## config.mk

```make
export PLATFORM = sky130hd
export DESIGN_NAME = uart_rx_byte_buffer
export DESIGN_NICKNAME = d
export VERILOG_FILES = /design/src/rtl/uart_pkg.sv /design/src/rtl/uart_sync_fifo.sv /design/src/rtl/uart_rx_byte_buffer.sv
export SDC_FILE = /design/constraint.sdc
export NUM_CORES = 1
export LEC_CHECK = 0
export ABC_AREA = 0
export CORE_UTILIZATION = 45
export DETAILED_ROUTE_END_ITERATION = 10
export DONT_BUFFER_PORTS = 1
export SLEW_MARGIN = 20
export SYNTH_ARGS = -nofsm -noshare
export SYNTH_HDL_FRONTEND = slang
export SYNTH_SLANG_ARGS = --single-unit
```

## constraint.sdc

```tcl
create_clock -name clk -period 4.37 [get_ports clk]
set_input_delay 0.6555 -clock clk [delete_from_list [all_inputs] [get_ports clk]]
set_output_delay 0.6555 -clock clk [all_outputs]
set_load 0.01 [all_outputs]
```

## src/rtl/uart_pkg.sv

```systemverilog
// Shared UART definitions: frame geometry, Rx assembler state encodings and
// the saturating increment used by both the Rx and Tx statistics blocks.
package uart_pkg;

  localparam int UART_DATA_W = 8;
  localparam int BIT_IDX_W   = 4;

  typedef enum logic [1:0] {
    ASM_IDLE     = 2'd0,
    ASM_COLLECT  = 2'd1,
    ASM_WAIT_END = 2'd2
  } asm_state_e;

  // Callers size the result back down to their counter width.
  function automatic logic [31:0] sat_inc(input logic [31:0] value,
                                          input logic [31:0] max_value);
    return (value >= max_value) ? value : value + 32'd1;
  endfunction

endpackage

```

## src/rtl/uart_sync_fifo.sv

```systemverilog
// Synchronous first-word-fall-through FIFO. The head entry lives in its own
// register so the read data path comes straight from a flop.
module uart_sync_fifo #(
  parameter int DATA_W = 8,
  parameter int ADDR_W = 4,
  parameter int DEPTH  = 16
) (
  input  logic              clk,
  input  logic              rst_n,
  input  logic              push,
  input  logic [DATA_W-1:0] din,
  input  logic              pop,
  output logic              full,
  output logic              empty,
  output logic [ADDR_W:0]   count,
  output logic [DATA_W-1:0] head
);

  localparam logic [ADDR_W:0] CNT_ONE = {{ADDR_W{1'b0}}, 1'b1};

  logic [DATA_W-1:0] mem [DEPTH];
  logic [ADDR_W:0]   wr_ptr;
  logic [ADDR_W:0]   rd_ptr;
  logic [ADDR_W-1:0] rd_idx_next;
  logic              do_push;
  logic              do_pop;

  assign count       = wr_ptr - rd_ptr;
  assign empty       = (wr_ptr == rd_ptr);
  assign full        = (wr_ptr[ADDR_W] != rd_ptr[ADDR_W]) &&
                       (wr_ptr[ADDR_W-1:0] == rd_ptr[ADDR_W-1:0]);
  assign do_pop      = pop & ~empty;
  assign do_push     = push & (~full | do_pop);
  assign rd_idx_next = rd_ptr[ADDR_W-1:0] + ADDR_W'(1);

  always_ff @(posedge clk or negedge rst_n) begin
    if (!rst_n) begin
      wr_ptr <= '0;
      rd_ptr <= '0;
    end else begin
      if (do_push) wr_ptr <= wr_ptr + CNT_ONE;
      if (do_pop)  rd_ptr <= rd_ptr + CNT_ONE;
    end
  end

  always_ff @(posedge clk) begin
    if (do_push) mem[wr_ptr[ADDR_W-1:0]] <= din;
  end

  // A byte landing in a FIFO that is (or is about to be) empty bypasses the
  // array; otherwise a pop refills the head from the next slot.
  always_ff @(posedge clk or negedge rst_n) begin
    if (!rst_n) begin
      head <= '0;
    end else if (do_push && (empty || (do_pop && count == CNT_ONE))) begin
      head <= din;
    end else if (do_pop && count > CNT_ONE) begin
      head <= mem[rd_idx_next];
    end
  end

endmodule

```

## src/rtl/uart_rx_byte_buffer.sv

```systemverilog
// Rebuilds received bytes from per-bit decisions, commits good frames into a
// FWFT FIFO and keeps saturating frame-error / drop statistics.
module uart_rx_byte_buffer
  import uart_pkg::*;
#(
  parameter int DATA_W     = UART_DATA_W,
  parameter int FIFO_DEPTH = 16,
  parameter int ADDR_W     = 4,
  parameter int CNT_W      = 8
) (
  input  logic                 clk,
  input  logic                 rst_n,
  input  logic                 i_bit_valid,
  input  logic                 i_bit,
  input  logic [BIT_IDX_W-1:0] i_bit_idx,
  input  logic                 i_rx_complete,
  input  logic                 i_rx_error,
  output logic [DATA_W-1:0]    o_data,
  output logic                 o_valid,
  input  logic                 i_ready,
  output logic [ADDR_W:0]      o_count,
  output logic                 o_overflow,
  output logic [CNT_W-1:0]     o_frame_err_cnt,
  output logic [CNT_W-1:0]     o_drop_cnt,
  input  logic                 i_clr_status
);

  localparam logic [CNT_W-1:0] CNT_MAX = '1;

  asm_state_e             asm_state;
  asm_state_e             asm_state_nxt;
  logic [DATA_W-1:0]      shadow;
  logic [DATA_W-1:0]      shadow_nxt;
  logic [BIT_IDX_W-1:0]   exp_idx;
  logic [BIT_IDX_W-1:0]   exp_idx_nxt;
  logic                   bad;
  logic                   bad_nxt;
  logic                   commit;
  logic                   err_evt;
  logic                   frame_end;
  logic                   fifo_full;
  logic                   fifo_empty;
  logic                   pop;
  logic                   drop;

  assign frame_end = i_rx_complete | i_rx_error;

  always_ff @(posedge clk or negedge rst_n) begin
    if (!rst_n) begin
      asm_state <= ASM_IDLE;
      shadow    <= '0;
      exp_idx   <= '0;
      bad       <= 1'b0;
    end else begin
      asm_state <= asm_state_nxt;
      shadow    <= shadow_nxt;
      exp_idx   <= exp_idx_nxt;
      bad       <= bad_nxt;
    end
  end

  // A frame end takes priority over a bit strobe in the same cycle; error
  // wins over complete when both arrive together.
  always_comb begin
    asm_state_nxt = asm_state;
    shadow_nxt    = shadow;
    exp_idx_nxt   = exp_idx;
    bad_nxt       = bad;
    commit        = 1'b0;
    err_evt       = 1'b0;
    case (asm_state)
      ASM_IDLE: begin
        if (frame_end) begin
          err_evt = 1'b1;
        end else if (i_bit_valid) begin
          asm_state_nxt = ASM_COLLECT;
          if (i_bit_idx == '0) begin
            shadow_nxt[0] = i_bit;
            exp_idx_nxt   = BIT_IDX_W'(1);
            bad_nxt       = 1'b0;
          end else begin
            exp_idx_nxt   = '0;
            bad_nxt       = 1'b1;
          end
        end
      end
      ASM_COLLECT: begin
        if (frame_end) begin
          // Any end while still collecting is either an error or a short frame.
          err_evt       = 1'b1;
          asm_state_nxt = ASM_IDLE;
        end else if (i_bit_valid) begin
          if (i_bit_idx == exp_idx) begin
            for (int b = 0; b < DATA_W; b++) begin
              if (i_bit_idx == BIT_IDX_W'(b)) shadow_nxt[b] = i_bit;
            end
            exp_idx_nxt = exp_idx + BIT_IDX_W'(1);
            if (exp_idx == BIT_IDX_W'(DATA_W - 1)) asm_state_nxt = ASM_WAIT_END;
          end else begin
            bad_nxt = 1'b1;
          end
        end
      end
      ASM_WAIT_END: begin
        if (frame_end) begin
          asm_state_nxt = ASM_IDLE;
          if (i_rx_error || bad) err_evt = 1'b1;
          else                   commit  = 1'b1;
        end else if (i_bit_valid) begin
          bad_nxt = 1'b1;
        end
      end
      default: asm_state_nxt = ASM_IDLE;
    endcase
  end

  assign pop     = o_valid & i_ready;
  assign drop    = commit & fifo_full & ~pop;
  assign o_valid = ~fifo_empty;

  uart_sync_fifo #(
    .DATA_W (DATA_W),
    .ADDR_W (ADDR_W),
    .DEPTH  (FIFO_DEPTH)
  ) u_fifo (
    .clk   (clk),
    .rst_n (rst_n),
    .push  (commit),
    .din   (shadow),
    .pop   (pop),
    .full  (fifo_full),
    .empty (fifo_empty),
    .count (o_count),
    .head  (o_data)
  );

  always_ff @(posedge clk or negedge rst_n) begin
    if (!rst_n) begin
      o_frame_err_cnt <= '0;
      o_drop_cnt      <= '0;
      o_overflow      <= 1'b0;
    end else if (i_clr_status) begin
      o_frame_err_cnt <= '0;
      o_drop_cnt      <= '0;
      o_overflow      <= 1'b0;
    end else begin
      if (err_evt) o_frame_err_cnt <= CNT_W'(sat_inc(32'(o_frame_err_cnt), 32'(CNT_MAX)));
      if (drop) begin
        o_drop_cnt <= CNT_W'(sat_inc(32'(o_drop_cnt), 32'(CNT_MAX)));
        o_overflow <= 1'b1;
      end
    end
  end

endmodule

```

==> impl_metrics.ini, run 1 <==
[run_status]
status = finished, final reports clean

[timing]
worst_pin_slew_ns = 0.878
finalWorstSetupSlack_ns = 1.10
fin_crit_sh_pct = 74.9
setup_violations = 0
tns_ns = 0
drv_slew = 0
fmax_ghz = 0.306
slew_headroom_pct = 41.2
fin_skew_ns = 0.0131
final-hold-violation-count = 0
period_minus_slack_ns = 3.27
rsz0062_at_grt = no

[synth]
synth.area.mux_share_pct = 12.8
synth_seq_cells = 178
synth-async-reset-ratio_pct = 28.1
synth_top_family_by_area = multiplexers
synth-xor-area-share_pct = 4.03
avgSynthCellArea_um2 = 16.3
netlist_instances = 477
yosys_warnings = 0
yosys.area.top_type_share_pct = 49.5
synthTopCellsByArea = edfxtp_1 49%, dfrtp_1 16%, mux4_2 9.6%
synth_common_cells = 128 x edfxtp_1, 50 x dfrtp_1, 33 x mux4_2, 30 x nor2_1
synthFlopType = edfxtp_1
syn-num-nets = 507
yosysSeqAreaShare_pct = 65.6
syn_area_mm2 = 0.00777
synth_compound_area_share_pct = 4.70
synth_top_cell_by_area = edfxtp_1
synth_simple_gate_area_share_pct = 8.21
post_synth_num_cell_types = 50
yosysMostFrequentCell = edfxtp_1
synth_fa_ha_area_share_pct = 3.00
synth-edff-count = 128

[global_routing]
antenna_found_initial = 0
grt_overflow_total = 0
grt_pass1_vias = 4296
grt_start_max_net_pins = 51
grt_pass1_wl_mm = 24.5
gr-usage-all-layers_pct = 18.5

[worst_setup_path]
worstPathRequired_ns = 4.74
end_kind = flop
crit_arrival_ns = 3.64
reg2reg_depth = 10
path_class = flop to flop
startpoint_type = flop
cp_max_fo = 9

[die]
rows = 47
dieArea_mm2 = 0.0178
initial_core_util_pct = 46.5
die-height_um = 133
die_width_um = 133
core_area_mm2 = 0.0167
ios = 43

[detailed_routing]
drt-pass1-iter-count = 4
via_per_inst = 5.68
route.detailed.drc = 0
ant_nets = 0
routed_wirelength_mm = 15.0
vias = 4065
routedWlPerCell_um = 20.9
drt_iter0_drc = 258

[finish]
drive_gt1_share_pct = 20.4
layoutNonFillerInstCount = 716
seqCellArea_mm2 = 0.00510
stdcell_area_mm2 = 0.00863
finish.utilization_pct = 51.7
diodes = 0
syn_to_final_growth_pct = 11.1
fill_cells = 1385
multi_input_area_mm2 = 0.00255
fin_nets = 513

[clock_tree]
postCtsSetupRepairBufs = 0
clock_latency_ns = 0.43
clk_pin_slew_ns = 0.07
cts_buffer_depth = 2
cts_tree = done
cts_max_level = 4
clkSinkCount = 178
cts_buffers = 17
cts-root-buf = clkbuf_16

[min_path]
hp-class = input pin to async pin

[power]
peakVddDrop_uv = 313
p_per_area_mw_per_mm2 = 591
leakage_nw = 2.85

[placed_design]
portBuffers = 0
pre_cts_ws_ns = 1.12
gp_congestion = 0.791
dp_hpwl_mm = 10.2
dp_cells = 683
post_dp_cell_area_mm2 = 0.00801

[flow_run]
cap_viol_max_count = 0
[cells by family (layout without fill, tap and decap cells)]
family          count (synthesis)  count (layout)
flops                         178             178
xor+xnor                       34              34
simple gates                  116             116
mux                            56              56
fa+ha+maj                      18              18
compound gates                 43              43
buf+inv                        32              51
[placed cells by master (no fill, tap or decap), drive strengths merged, types with 3 or more instances in the layout]
cell type,synthesis,routed
edfxtp,128,128
dfrtp,50,50
mux4,33,33
nor2,30,30
inv,11,22
xor2,17,17
and2,17,17
ha,17,17
clkbuf,11,17
xnor2,17,17
nand4,16,16
nand2,15,15
a211oi,15,15
mux2i,12,12
mux2,11,11
nor2b,9,9
buf,10,8
a221o,7,7
and3,5,5
nand3,5,5
a21oi,5,5
nor3,4,4
o21ai,4,4
nand3b,3,3
nor3b,3,3
[path summary, 6_finish.rpt]
check	start	endpoint	slack, ns
max in group asynchronous	rst_n	u_fifo.head[1]$_DFFE_PN0P_	4.06
min in group clk	i_clr_status	o_frame_err_cnt[7]$_DFFE_PN0P_	0.28
max	u_fifo.wr_ptr[0]$_DFFE_PN0P_	u_fifo.head[1]$_DFFE_PN0P_	1.10
max reg2reg	u_fifo.wr_ptr[0]$_DFFE_PN0P_	u_fifo.head[1]$_DFFE_PN0P_	1.10
min	rst_n	u_fifo.rd_ptr[0]$_DFFE_PN0P_	0.07
min reg2reg	u_fifo.rd_ptr[3]$_DFFE_PN0P_	u_fifo.rd_ptr[3]$_DFFE_PN0P_	0.49
[layout make-up]
type / count / share of cell area [%]
Tap cell: 220 / 3.19
Clock inverter: 15 / 1.89
Timing Repair Buffer: 8 / 0.928
Sequential cell: 178 / 59.1
Multi-Input combinational cell: 267 / 29.5
Clock buffer: 17 / 4.93
Inverter: 11 / 0.479
[flip-flops by register name (all words and copies together), names as in the netlist]
name	flops
o_frame_err_cnt	8
u_fifo.rd_ptr	5
asm_state	2
bad	1
shadow	8
o_overflow	1
u_fifo.wr_ptr	5
exp_idx	4
u_fifo.mem	128
u_fifo.head	8
o_drop_cnt	8
[per-layer routing]
| metal | global-route usage (%) | share of wire (%) | wire (um) | vias to the layer above |
|---|---|---|---|---|
| li1 | - | - | - | 1866 |
| met1 | 25.0 | 46 | 6810 | 2117 |
| met2 | 29.9 | 50 | 7550 | 68 |
| met3 | 3.69 | 2.8 | 426 | 14 |
| met4 | 6.76 | 1.2 | 175 | 0 |
| met5 | 0 | 0 | 0 | - |
[power breakdown]
part	switching [W]	total, W	internal (W)
Sequential	0.000158	0.00206	0.00191
Clock	0.000696	0.00151	0.000815
Combinational	0.000864	0.00152	0.000658
[critical path, cell delays in order, from the launching register on]
cell and delay, ns:
dfrtp_1 0.41, inv_1 0.15, ha_1 0.19, inv_1 0.05, fa_1 0.40, a21o_1 0.19
a21oi_2 0.17, xnor2_2 0.15, o41ai_4 0.71, nor2b_1 0.52, a221o_2 0.25
[stage by stage]
| stage | hold slack [ns] | power [W] |
|---|---|---|
| 2_1_floorplan | 0.360 | 0.00324 |
| 3_3_place_gp | 0.361 | 0.00360 |
| 3_5_place_dp | 0.361 | 0.00363 |
| 4_1_cts | 0.0814 | 0.00515 |
| 5_1_grt | 0.0800 | 0.00534 |
| 6_report | 0.0747 | 0.00510 |
[what timing repair did]
action / CTS / global route
hold buffers: 1 / 0
resized for setup: 0 / 0
hold endpoints to repair: 50 / 0
setup endpoints to repair: 0 / 0
No activity file was read; power rests on OpenSTA's default activity.
==> inputs of run 2 (changes only) <==
==> constraint.sdc (replaced) <==
create_clock -name clk -period 3 [get_ports clk]
set_input_delay 0.45 -clock clk [delete_from_list [all_inputs] [get_ports clk]]
set_output_delay 0.45 -clock clk [all_outputs]
set_load 0.01 [all_outputs]
==> run 2 against run 1 <==
  * Clock power grew 50%
  * Highest routed layer unchanged
  * Critical path type unchanged
  * Setup slack worse by 0.96 ns
  * Die area unchanged
  * Utilization rose by 0.64 points
==> impl_metrics.ini, run 2 (synthesis results as in run 1) <==
[power]
p_per_area_mw_per_mm2 = 880
p_switching_w = 0.00249
seq_power_share_pct = 39.3
leakage_nw = 2.90
clkPwrFrac_pct = 29.4
combPwrFrac_pct = 31.3
p_int_w = 0.00520
p_sw_share_pct = 32.3
peakVddDrop_uv = 546

[placed_design]
dp_hpwl_mm = 10.1
pre_cts_ws_ns = 0.133
gp_congestion = 0.871
portBuffers = 0

[detailed_routing]
vias = 4063
routed_wirelength_mm = 14.9
ant_nets = 0
route.detailed.drc = 0
routedWlPerCell_um = 20.6
via_per_inst = 5.62
drt_iter0_drc = 326
drt-pass1-iter-count = 4

[clock_tree]
cts_buffers = 17
cts_buffer_depth = 2
cts_max_level = 4
clock_latency_ns = 0.43
clkSinkCount = 178
postCtsSetupRepairBufs = 0
cts-root-buf = clkbuf_16
cts_tree = done
clk_pin_slew_ns = 0.06

[worst_setup_path]
cp_cell_sequence = inv_1, ha_1, inv_1, fa_1, a21o_1, a21oi_2, xnor2_2, or4b_4, a21oi_4, mux2_4
reg2reg_depth = 10
path_common_cell = inv_1
crit_buf_inv = 2
end_kind = flop
rrSetupSlack_ns = 0.14
max_stage_delay_ns = 0.58
cp_top_family = adder cells
worstPathRequired_ns = 3.31
crit_arrival_ns = 3.18
path_depth = 10
startpoint_type = flop
crit_slowest_cell = or4b_4
path_class = flop to flop
cp_max_fo = 4

[global_routing]
antenna_found_initial = 0
grt_pass1_vias = 4277
grt_pass1_wl_mm = 23.8
grt_start_max_net_pins = 51
grt.busiest_layer = met2
grt_overflow_total = 0
met3_usage_pct = 3.73
use_met1_pct = 23.6
gr-usage-all-layers_pct = 18.2
grt_util_met2_pct = 29.8

[min_path]
whs_path_depth = 1
hp-class = input pin to flop

[die]
die_width_um = 133
core_area_mm2 = 0.0167
rows = 47
ios = 43
die-height_um = 133
initial_core_util_pct = 46.5
dieArea_mm2 = 0.0178

[finish]
fill_cells = 1392
seqCellArea_mm2 = 0.00510
syn_to_final_growth_pct = 12.4
largest_reg_flops = 128
most-common-layout-cells = 128 x edfxtp_1, 49 x dfrtp_1, 33 x mux4_2, 30 x nor2_1
layout_commonest_cell = edfxtp_1
multi_input_area_mm2 = 0.00255
drive_gt1_share_pct = 20.9
fin_nets = 520
diodes = 0

[timing]
finalWorstSetupSlack_ns = 0.135
final-hold-violation-count = 0
fin_crit_sh_pct = 95.5
worst_pin_slew_ns = 0.737
drv_slew = 0
tns_ns = 0
setup_violations = 0
period_minus_slack_ns = 2.86
fmax_ghz = 0.349
fin_skew_ns = 0.00848
slew_headroom_pct = 50.6
rsz0062_at_grt = no

[run_status]
status = finished, final reports clean

[flow_run]
cap_viol_max_count = 0
==> run 2: final cells by class <==
cell class,count,share of cell area [%]
Clock buffer,21,5.16
Tap cell,220,3.15
Clock inverter,11,1.72
Sequential cell,178,58.3
Timing Repair Buffer,15,1.98
Multi-Input combinational cell,267,29.2
Inverter,11,0.473
==> run 2: timing repair <==
item,4_1_cts,5_1_grt
hold buffers,2,0
gates resized for setup,0,1
hold endpoints to repair,50,0
setup endpoints to repair,0,8
==> run 2: worst paths after layout <==
path,startpoint,endpoint
max in group asynchronous,rst_n,u_fifo.rd_ptr[0]$_DFFE_PN0P_
max reg2reg,u_fifo.wr_ptr[0]$_DFFE_PN0P_,u_fifo.head[7]$_DFFE_PN0P_
min in group asynchronous,rst_n,u_fifo.head[3]$_DFFE_PN0P_
min,i_clr_status,o_overflow$_DFFE_PN0P_
max,u_fifo.wr_ptr[0]$_DFFE_PN0P_,u_fifo.head[7]$_DFFE_PN0P_
min reg2reg,u_fifo.rd_ptr[3]$_DFFE_PN0P_,u_fifo.rd_ptr[3]$_DFFE_PN0P_
==> run 2: per-stage QoR <==
step           power [W]  hold slack, ns  std cells  util (%)  instance area, um2
2_1_floorplan    0.00472           0.154        477         -                7770
3_3_place_gp     0.00543           0.156        689      48.5                8100
3_5_place_dp     0.00548           0.156        689      48.5                8100
4_1_cts          0.00776          0.0663        723      52.3                8730
5_1_grt          0.00803          0.0637        723      52.3                8740
6_report         0.00769          0.0821        723      52.3                8740
==> run 2: metal layers <==
metal / up-vias / wire length, um / part of all wire, %
met1: 2114 / 6610 / 44
met3: 24 / 381 / 2.6
met5: - / 0 / 0
li1: 1873 / - / -
met2: 52 / 7600 / 51
met4: 0 / 299 / 2.0
==> run 2: power by group through the flow <==
stage | Clock, W | Combinational [W] | Sequential, W
2_1_floorplan | 0 | 0.00174 | 0.00298
3_3_place_gp | 0 | 0.00237 | 0.00306
3_5_place_dp | 0 | 0.00241 | 0.00307
4_1_cts | 0.00230 | 0.00244 | 0.00302
5_1_grt | 0.00239 | 0.00260 | 0.00304
6_report | 0.00226 | 0.00241 | 0.00302
